## src/rtl/fwd_ctrl_if.sv

```systemverilog
// ID-stage instruction fields into the forwarding/hazard controller, mux selects and stall out.
// id_valid qualifies the ID fields; stall=1 means the ID instruction was not accepted and must be re-presented.
interface fwd_ctrl_if #(
  parameter int AW = 5,
  parameter int CW = 16
);
  logic          id_valid;
  logic [AW-1:0] id_rs;
  logic [AW-1:0] id_rt;
  logic          id_uses_rt;
  logic [AW-1:0] id_rd;
  logic          id_regwrite;
  logic          id_memread;
  logic          flush;
  logic [1:0]    fwd_a;
  logic [1:0]    fwd_b;
  logic          stall;
  logic [CW-1:0] stall_count;

  modport master (
    output id_valid, id_rs, id_rt, id_uses_rt, id_rd, id_regwrite, id_memread, flush,
    input  fwd_a, fwd_b, stall, stall_count
  );

  modport slave (
    input  id_valid, id_rs, id_rt, id_uses_rt, id_rd, id_regwrite, id_memread, flush,
    output fwd_a, fwd_b, stall, stall_count
  );
endinterface

```

## src/rtl/fwd_ctrl.sv

```systemverilog
// Forwarding-select and load-use stall controller driven by a shadow copy of the EX/MEM/WB
// destination registers; also keeps a saturating count of stall cycles.
module fwd_ctrl #(
  parameter int AW = 5,
  parameter int CW = 16
) (
  input logic       clk,
  input logic       rst,
  fwd_ctrl_if.slave bus
);

  typedef struct packed {
    logic [AW-1:0] rs;
    logic [AW-1:0] rt;
    logic [AW-1:0] rd;
    logic          we;
    logic          mr;
  } ex_t;

  typedef struct packed {
    logic [AW-1:0] rd;
    logic          we;
  } wr_t;

  ex_t           ex_q, ex_d;
  wr_t           mem_q, mem_d;
  wr_t           wb_q, wb_d;
  logic [CW-1:0] cnt_q, cnt_d;
  logic          stall;

  // r0 is hardwired zero, so a write to it is never a producer.
  function automatic logic hits(input wr_t w, input logic [AW-1:0] src);
    return w.we && (w.rd != '0) && (w.rd == src);
  endfunction

  // Newest producer (MEM) wins over the older one (WB).
  function automatic logic [1:0] sel(input wr_t m, input wr_t w, input logic [AW-1:0] src);
    logic [1:0] s;
    s = 2'b00;
    if (hits(m, src))      s = 2'b01;
    else if (hits(w, src)) s = 2'b10;
    return s;
  endfunction

  always_comb begin
    stall = 1'b0;
    if (bus.id_valid && !bus.flush && ex_q.mr && ex_q.we && (ex_q.rd != '0))
      stall = (ex_q.rd == bus.id_rs) || (bus.id_uses_rt && (ex_q.rd == bus.id_rt));

    ex_d = '0;
    if (bus.id_valid && !bus.flush && !stall)
      ex_d = '{rs: bus.id_rs, rt: bus.id_rt, rd: bus.id_rd,
               we: bus.id_regwrite, mr: bus.id_memread};

    mem_d = '{rd: ex_q.rd, we: ex_q.we};
    wb_d  = mem_q;

    cnt_d = cnt_q;
    if (stall && (cnt_q != {CW{1'b1}}))
      cnt_d = cnt_q + CW'(1);
  end

  always_ff @(posedge clk or negedge rst) begin
    if (!rst) begin
      ex_q  <= '0;
      mem_q <= '0;
      wb_q  <= '0;
      cnt_q <= '0;
    end else begin
      ex_q  <= ex_d;
      mem_q <= mem_d;
      wb_q  <= wb_d;
      cnt_q <= cnt_d;
    end
  end

  always_comb begin
    bus.fwd_a       = sel(mem_q, wb_q, ex_q.rs);
    bus.fwd_b       = sel(mem_q, wb_q, ex_q.rt);
    bus.stall       = stall;
    bus.stall_count = cnt_q;
  end

endmodule

```

## src/flat_wrapper.sv

```systemverilog
// flat-port wrapper written by rule: the top's interface ports become plain ports
module fwd_ctrl_flat 
#(
  parameter int AW = 5,
  parameter int CW = 16
)
  (clk, rst, bus_id_valid, bus_id_rs, bus_id_rt, bus_id_uses_rt, bus_id_rd, bus_id_regwrite, bus_id_memread, bus_flush, bus_fwd_a, bus_fwd_b, bus_stall, bus_stall_count);
  fwd_ctrl_if #(.AW(AW), .CW(CW)) bus_i ();
  input logic clk;
  input logic rst;
  input wire logic [$bits(bus_i.id_valid)-1:0] bus_id_valid;
  input wire logic [$bits(bus_i.id_rs)-1:0] bus_id_rs;
  input wire logic [$bits(bus_i.id_rt)-1:0] bus_id_rt;
  input wire logic [$bits(bus_i.id_uses_rt)-1:0] bus_id_uses_rt;
  input wire logic [$bits(bus_i.id_rd)-1:0] bus_id_rd;
  input wire logic [$bits(bus_i.id_regwrite)-1:0] bus_id_regwrite;
  input wire logic [$bits(bus_i.id_memread)-1:0] bus_id_memread;
  input wire logic [$bits(bus_i.flush)-1:0] bus_flush;
  output wire logic [$bits(bus_i.fwd_a)-1:0] bus_fwd_a;
  output wire logic [$bits(bus_i.fwd_b)-1:0] bus_fwd_b;
  output wire logic [$bits(bus_i.stall)-1:0] bus_stall;
  output wire logic [$bits(bus_i.stall_count)-1:0] bus_stall_count;
  assign bus_i.id_valid = bus_id_valid;
  assign bus_i.id_rs = bus_id_rs;
  assign bus_i.id_rt = bus_id_rt;
  assign bus_i.id_uses_rt = bus_id_uses_rt;
  assign bus_i.id_rd = bus_id_rd;
  assign bus_i.id_regwrite = bus_id_regwrite;
  assign bus_i.id_memread = bus_id_memread;
  assign bus_i.flush = bus_flush;
  assign bus_fwd_a = bus_i.fwd_a;
  assign bus_fwd_b = bus_i.fwd_b;
  assign bus_stall = bus_i.stall;
  assign bus_stall_count = bus_i.stall_count;
  fwd_ctrl #(.AW(AW), .CW(CW)) u_core (.clk(clk), .rst(rst), .bus(bus_i));
endmodule
```

## config.mk

```make
export PLATFORM = sky130hd
export DESIGN_NAME = fwd_ctrl_flat
export DESIGN_NICKNAME = d
export VERILOG_FILES = /design/src/rtl/fwd_ctrl_if.sv /design/src/rtl/fwd_ctrl.sv /design/src/flat_wrapper.sv
export SDC_FILE = /design/constraint.sdc
export NUM_CORES = 1
export LEC_CHECK = 0
export BUFFER_PORTS_ARGS = -buffer_cell sky130_fd_sc_hd__clkbuf_2
export CORE_MARGIN = 2
export CORE_UTILIZATION = 54
export DETAILED_ROUTE_END_ITERATION = 8
export GPL_TIMING_DRIVEN = 0
export PLACE_DENSITY = 0.79
export SLEW_MARGIN = 10
export SYNTH_ARGS = -nofsm -noshare
export SYNTH_HDL_FRONTEND = slang
export SYNTH_SLANG_ARGS = --single-unit
```

## constraint.sdc

```tcl
create_clock -name clk -period 2.1 [get_ports clk]
set_input_delay 0.105 -clock clk [delete_from_list [all_inputs] [get_ports clk]]
set_output_delay 0.105 -clock clk [all_outputs]
set_load 0.02 [all_outputs]
```

==> flow_summary.json, run 1 <==
{
  "grt_pass1_vias": 1470,
  "die_w_um": 66.2,
  "syn-cell-area_mm2": 0.00209,
  "n_antenna_cell": 0,
  "avgSynthCellArea_um2": 11.8,
  "routed_via_density": 5.38,
  "ys_ff_latch": 45,
  "vias": 1512,
  "synth_flop_cell": "dfrtp_1",
  "synth_nets": 200,
  "drcViolationCount": 0,
  "grt_max_degree": 46,
  "cts.clk_slew.worst_paths_ps": 80,
  "final_max_slew_viol_count": 0,
  "rsz0062_at_grt": "yes",
  "grt_pass1_wl_mm": 6.91,
  "h-tree-depth": 2,
  "crit_fanout": 2,
  "synth-seq-area-share_pct": 53.9,
  "fillers": 304,
  "hold_viol": 44,
  "async_flop_share_pct": 100,
  "fmax_mhz": 491,
  "dieArea_mm2": 0.00438,
  "skew_ps": 7.09,
  "place_congestion": 0.887,
  "clock_latency_ps": 300,
  "syn2layout_area_growth_pct": 23.6,
  "grt_use_total_pct": 21.8,
  "setup_viol": 0,
  "crit_required_ps": 2000,
  "power.density_mw_per_mm2": 664,
  "outcome": "finished with violations",
  "cap_viol_max_count": 0,
  "cts_hold_buf": 0,
  "holdWs_ps": -10.6,
  "syn_inst": 177,
  "fin_area_mm2": 0.00258,
  "numCtsBuffers": 5,
  "slew-limit-headroom_pct": 29.3,
  "antenna_found_initial": 0,
  "placed_area_mm2": 0.00236,
  "cts.sinks": 45,
  "power.total_w": 0.00171,
  "path_class": "flip-flop to output pin",
  "fin_nets": 255,
  "start_util_pct": 56.6,
  "coreArea_mm2": 0.00369,
  "fp-row-count": 22,
  "synth.distinct_cells": 31,
  "wl_mm": 4.16,
  "detail-route-antenna-nets": 0,
  "clockRootBuffer": "clkbuf_8",
  "critPathArrivalTime_ps": 1930,
  "io_pins": 43,
  "drtIter0Drc": 66,
  "cp-end-kind": "output pin",
  "drive_above_1_share_pct": 29.2,
  "clock_path_buffers": 2,
  "synth_edf_count": 0,
  "utilization_pct": 70.0,
  "tightest_slew_ps": 1060,
  "hold_path.class": "primary input to async pin",
  "fin_crit_sh_pct": 97.0,
  "ys_warn_count": 0,
  "die_height_um": 66.2,
  "drt-pass1-iter-count": 4,
  "cellLeakagePower_nw": 1.25,
  "violations": "negative hold slack",
  "cts_tree": "done",
  "ir_drop_v": 0.000679,
  "worst_setup_path_start_kind": "flip-flop",
  "post_drt_wl_per_cell_um": 14.8,
  "finalCriticalPeriod_ps": 2040,
  "overflow": 0,
  "portBuffers": 42,
  "dp_hpwl_mm": 3.04
}
-- layout by cell type, fill, tap and decap left out, drive strengths merged, types with 4 or more instances in the layout --
| master | Yosys | layout |
|---|---|---|
| or4 | 5 | 5 |
| clkbuf | 1 | 47 |
| xor2 | 14 | 14 |
| buf | 1 | 10 |
| dfrtp | 45 | 45 |
| xnor2 | 28 | 28 |
| mux2 | 4 | 4 |
| nand2 | 9 | 9 |
| o21ai | 4 | 4 |
| nand4 | 10 | 10 |
| and2 | 18 | 18 |
| nand3 | 10 | 10 |
| nor4 | 5 | 5 |
| nor2 | 4 | 4 |
-- flip-flops by register name, summed over array words and instances, names as in the netlist --
signal                  flops
u_core.ex_q                17
u_core.wb_q                 6
u_core.bus.stall_count     16
u_core.mem_q                6
-- path summary, 6_finish.rpt --
| check | from | endpoint | slack, ps | cells after the start |
|---|---|---|---|---|
| min in group clk | bus_id_rd[1] | u_core.ex_q[3] | 10 | 2 |
| setup / recovery | u_core.wb_q[1] | bus_fwd_a[1] | 60 | 5 |
| hold / removal | rst | u_core.bus.stall_count[13] | -10 | 1 |
| max in group asynchronous | rst | u_core.mem_q[1] | 1470 | 1 |
| hold reg to reg | u_core.mem_q[0] | u_core.wb_q[0] | 450 | 0 |
| setup reg to reg | u_core.ex_q[5] | u_core.bus.stall_count[1] | 120 | 5 |
-- kinds of logic (layout without fill, tap and decap cells) --
group	after synthesis	in the layout	synth area share [%]
compound gates	8	8	3.77
xor+xnor	42	42	17.6
simple gates	74	74	21.0
flops	45	45	53.9
fa+ha+maj	1	1	0.599
buf+inv	3	59	0.898
mux	4	4	2.16
-- metal layers --
| layer | GRT usage (%) | wire length [um] | vias to the layer above | part of all wire, % |
|---|---|---|---|---|
| met2 | 33.8 | 2040 | 38 | 49 |
| met1 | 28.1 | 1840 | 740 | 44 |
| met5 | 0 | 0 | - | 0 |
| li1 | - | - | 726 | - |
| met3 | 6.81 | 196 | 8 | 4.7 |
| met4 | 9.95 | 85 | 0 | 2.0 |
-- critical path, stage by stage, from the launching register on --
cell and delay, ps:
dfrtp_1 390, buf_6 120, xor2_1 130, or4_4 530, nor4_2 260, buf_2 200
-- synth_stat cells (all sizes together) (2+ instances only) --
cell type | count | share of area, %
xnor2 | 28 | 12
mux2 | 4 | 2.2
and3 | 2 | 0.60
nor4 | 5 | 1.5
dfrtp | 45 | 54
or4 | 5 | 2.0
and2 | 18 | 5.4
nand4 | 10 | 3.0
nor2 | 4 | 0.84
nor3 | 2 | 0.48
nand2b | 2 | 0.60
nor2b | 2 | 0.60
xor2 | 14 | 5.9
o21ai | 4 | 0.96
nand3 | 10 | 2.4
nand2 | 9 | 1.6
nor4b | 2 | 0.84
-- final cells by class --
class / count / area [um^2] / share of cell area, %
multi-input combinational: 129 / 997 / 38.6
sequential: 45 / 1130 / 43.6
clock inverter: 1 / 30.0 / 1.16
inverter: 1 / 3.75 / 0.145
tap: 48 / 60.1 / 2.33
timing repair buffer: 48 / 262 / 10.1
clock buffer: 7 / 86.3 / 3.34
buffer: 2 / 16.3 / 0.630
-- repair_timing --
| item | in CTS | in global routing |
|---|---|---|
| resized for setup | 4 | 10 |
| setup endpoints to repair | 3 | 4 |
| setup buffers | 3 | 3 |
| pin swaps | 1 | 3 |
| hold endpoints to repair | 0 | 0 |
| gates cloned | 0 | 0 |
-- metrics by stage --
| step | std cells | TNS, ps | setup WS, ps |
|---|---|---|---|
| after detailed placement | 267 | 0 | 29.6 |
| final | 281 | 0 | 62.7 |
| after floorplan | 177 | 0 | 34.3 |
| after global routing | 281 | -49.4 | -26.1 |
| after global placement | 267 | 0 | 68.6 |
| after CTS | 278 | 0 | 18.2 |
-- report_power, final --
group / leakage (nW) / switching [W] / total [W] / internal [W]
logic: 0.584 / 0.0000689 / 0.000138 / 0.0000687
clock network: 0.0585 / 0.000278 / 0.000666 / 0.000388
registers: 0.609 / 0.0000233 / 0.000911 / 0.000887
Power figures use the tool's default switching activity.
==> inputs of run 2 (changes only) <==
==> constraint.sdc (replaced) <==
create_clock -name clk -period 2.1 [get_ports clk]
set_input_delay 0.21 -clock clk [delete_from_list [all_inputs] [get_ports clk]]
set_output_delay 0.21 -clock clk [all_outputs]
set_load 0.02 [all_outputs]
==> run 2 against run 1 <==
- the run ends with negative setup slack left
- critical path depth is the same
- utilization grew 2.5 points
- count of clock-buffer cells in the layout shrank 2
- via count shrank 1.5%
- setup slack lost 81 ps
- combinational power grew 14%
- fmax shrank 3.8%
- cell area grew 3.5%
- critical endpoint is now bus_fwd_b[1]
- highest routed layer unchanged
==> flow_summary.json, run 2 (synthesis gave the netlist of run 1 again) <==
{
  "start_util_pct": 56.6,
  "timing.rr.start": "u_core.ex_q[5]",
  "io_pins": 43,
  "skew_ps": 5.45,
  "largest_register": "u_core.ex_q",
  "clockRootBuffer": "clkbuf_8",
  "grt_max_degree": 46,
  "pwr-share-clk_pct": 36.8,
  "dp_hpwl_mm": 2.73,
  "worst_path_max_delay_cell": "or4_1",
  "drtIter0Drc": 47,
  "clock_latency_ps": 300,
  "p_int_w": 0.00131,
  "hold_viol": 0,
  "dieArea_mm2": 0.00438,
  "cts_hold_buf": 0,
  "finalCriticalPeriod_ps": 2120,
  "vias": 1489,
  "detail-route-antenna-nets": 0,
  "cts.clk_slew.worst_paths_ps": 80,
  "coreArea_mm2": 0.00369,
  "h-tree-depth": 2,
  "drive_above_1_share_pct": 34.6,
  "rr_worst_depth": 6,
  "numCtsBuffers": 5,
  "worst_setup_path_start_kind": "flip-flop",
  "final_max_slew_viol_count": 0,
  "cap_viol_max_count": 0,
  "place_inst": 267,
  "final_cells": 288,
  "power_frac_comb_pct": 9.3,
  "layout_common_cells": "dfrtp_1 (44), clkbuf_2 (39), xnor2_1 (28)",
  "clock_path_buffers": 2,
  "crit_required_ps": 1890,
  "place_congestion": 0.863,
  "tightest_slew_ps": 1070,
  "ir_drop_v": 0.000587,
  "crit_family": "simple AND/OR/NAND/NOR gates",
  "worst_path_largest_cell_delay_ps": 510,
  "violations": "negative setup slack",
  "rrSetupSlack_ps": 80,
  "crit_fanout": 2,
  "fin_crit_sh_pct": 101,
  "power.total_w": 0.00169,
  "cts_tree": "done",
  "portBuffers": 42,
  "fin_nets": 263,
  "hold_path.class": "primary input to async pin",
  "wl_mm": 4.18,
  "setup_viol": 2,
  "n_antenna_cell": 0,
  "power.density_mw_per_mm2": 632,
  "placed_area_mm2": 0.00237,
  "fin_ws_ps": -18.5,
  "cellLeakagePower_nw": 1.28,
  "seq_power_share_pct": 53.9,
  "drt-pass1-iter-count": 4,
  "grt_pass1_vias": 1481,
  "slew-limit-headroom_pct": 28.5,
  "drcViolationCount": 0,
  "critical_path_buf_inv_count": 2,
  "post_drt_wl_per_cell_um": 14.5,
  "utilization_pct": 72.5,
  "fp-row-count": 22,
  "largest_reg_flops": 17,
  "rsz0062_at_grt": "yes",
  "fmax_mhz": 472,
  "cp-startpoint": "u_core.wb_q[1]",
  "switchingPower_w": 0.000378,
  "fin_area_mm2": 0.00267,
  "die_height_um": 66.2,
  "die_w_um": 66.2,
  "overflow": 0,
  "path_class": "flip-flop to output pin",
  "cts.sinks": 45,
  "power_switching_share_pct": 22.4,
  "routed_via_density": 5.17,
  "layout_commonest_cell": "dfrtp_1",
  "syn2layout_area_growth_pct": 28.0,
  "antenna_found_initial": 0,
  "outcome": "finished with violations",
  "grt_use_total_pct": 21.2,
  "cp-end-kind": "output pin",
  "rr_endpoint": "u_core.bus.stall_count[14]",
  "critPathArrivalTime_ps": 1910,
  "cp_cell_sequence": "buf_6, xor2_1, or4_1, nor4_2, buf_4",
  "grt_pass1_wl_mm": 6.85
}
-- run 2: what timing repair did --
action,CTS,global route
pin swaps,7,0
gates resized for setup,12,12
endpoints found under the setup margin,3,5
setup buffers,12,2
-- run 2: final cells by class --
class                      count  area (um^2)
fill                         262         1020
multi-input combinational    129         1030
tap                           48         60.1
clock inverter                 2         35.0
buffer                         2         16.3
inverter                       1         3.75
sequential                    45         1130
clock buffer                   5         68.8
timing repair buffer          56          328
-- run 2: how the worst max path moves through the flow --
stage | cells after the start | endpoint
2_1_floorplan | 4 | bus_fwd_a[1]
3_3_place_gp | 6 | bus_stall
3_5_place_dp | 6 | bus_stall
4_1_cts | 4 | bus_stall
5_1_grt | 5 | bus_fwd_a[1]
6_report | 5 | bus_fwd_b[1]
-- run 2: through the flow --
stage	hold slack, ps	worst slack [ps]	setup TNS [ps]
after global routing	106	-136	-278
after global placement	378	20.6	0
after CTS	106	-41.1	-115
after floorplan	-85.6	133	0
final	101	-18.5	-26.0
after detailed placement	375	15.6	0
-- run 2: power groups by stage --
| stage | Clock [W] | Sequential, W | Combinational [W] |
|---|---|---|---|
| after global routing | 0.000667 | 0.000913 | 0.000174 |
| after CTS | 0.000639 | 0.000908 | 0.000154 |
| after floorplan | 0 | 0.000923 | 0.0000720 |
| after global placement | 0 | 0.000928 | 0.000121 |
| after detailed placement | 0 | 0.000928 | 0.000123 |
| final | 0.000622 | 0.000910 | 0.000157 |
-- run 2: worst reg2reg max path, cell delays in order (launching register included) --
cell and delay (ps):
dfrtp_2 440, or4_4 560, o2111a_2 290, buf_4 140, nand4_1 70, nand2b_1 130, mux2_4 300
-- run 2: per-layer routing --
layer	vias to the layer above	track usage (%)	wire, um
met5	-	0	0
met4	0	6.12	48
met3	6	5.45	148
met2	33	32.1	2090
met1	708	30.3	1900
li1	742	-	-
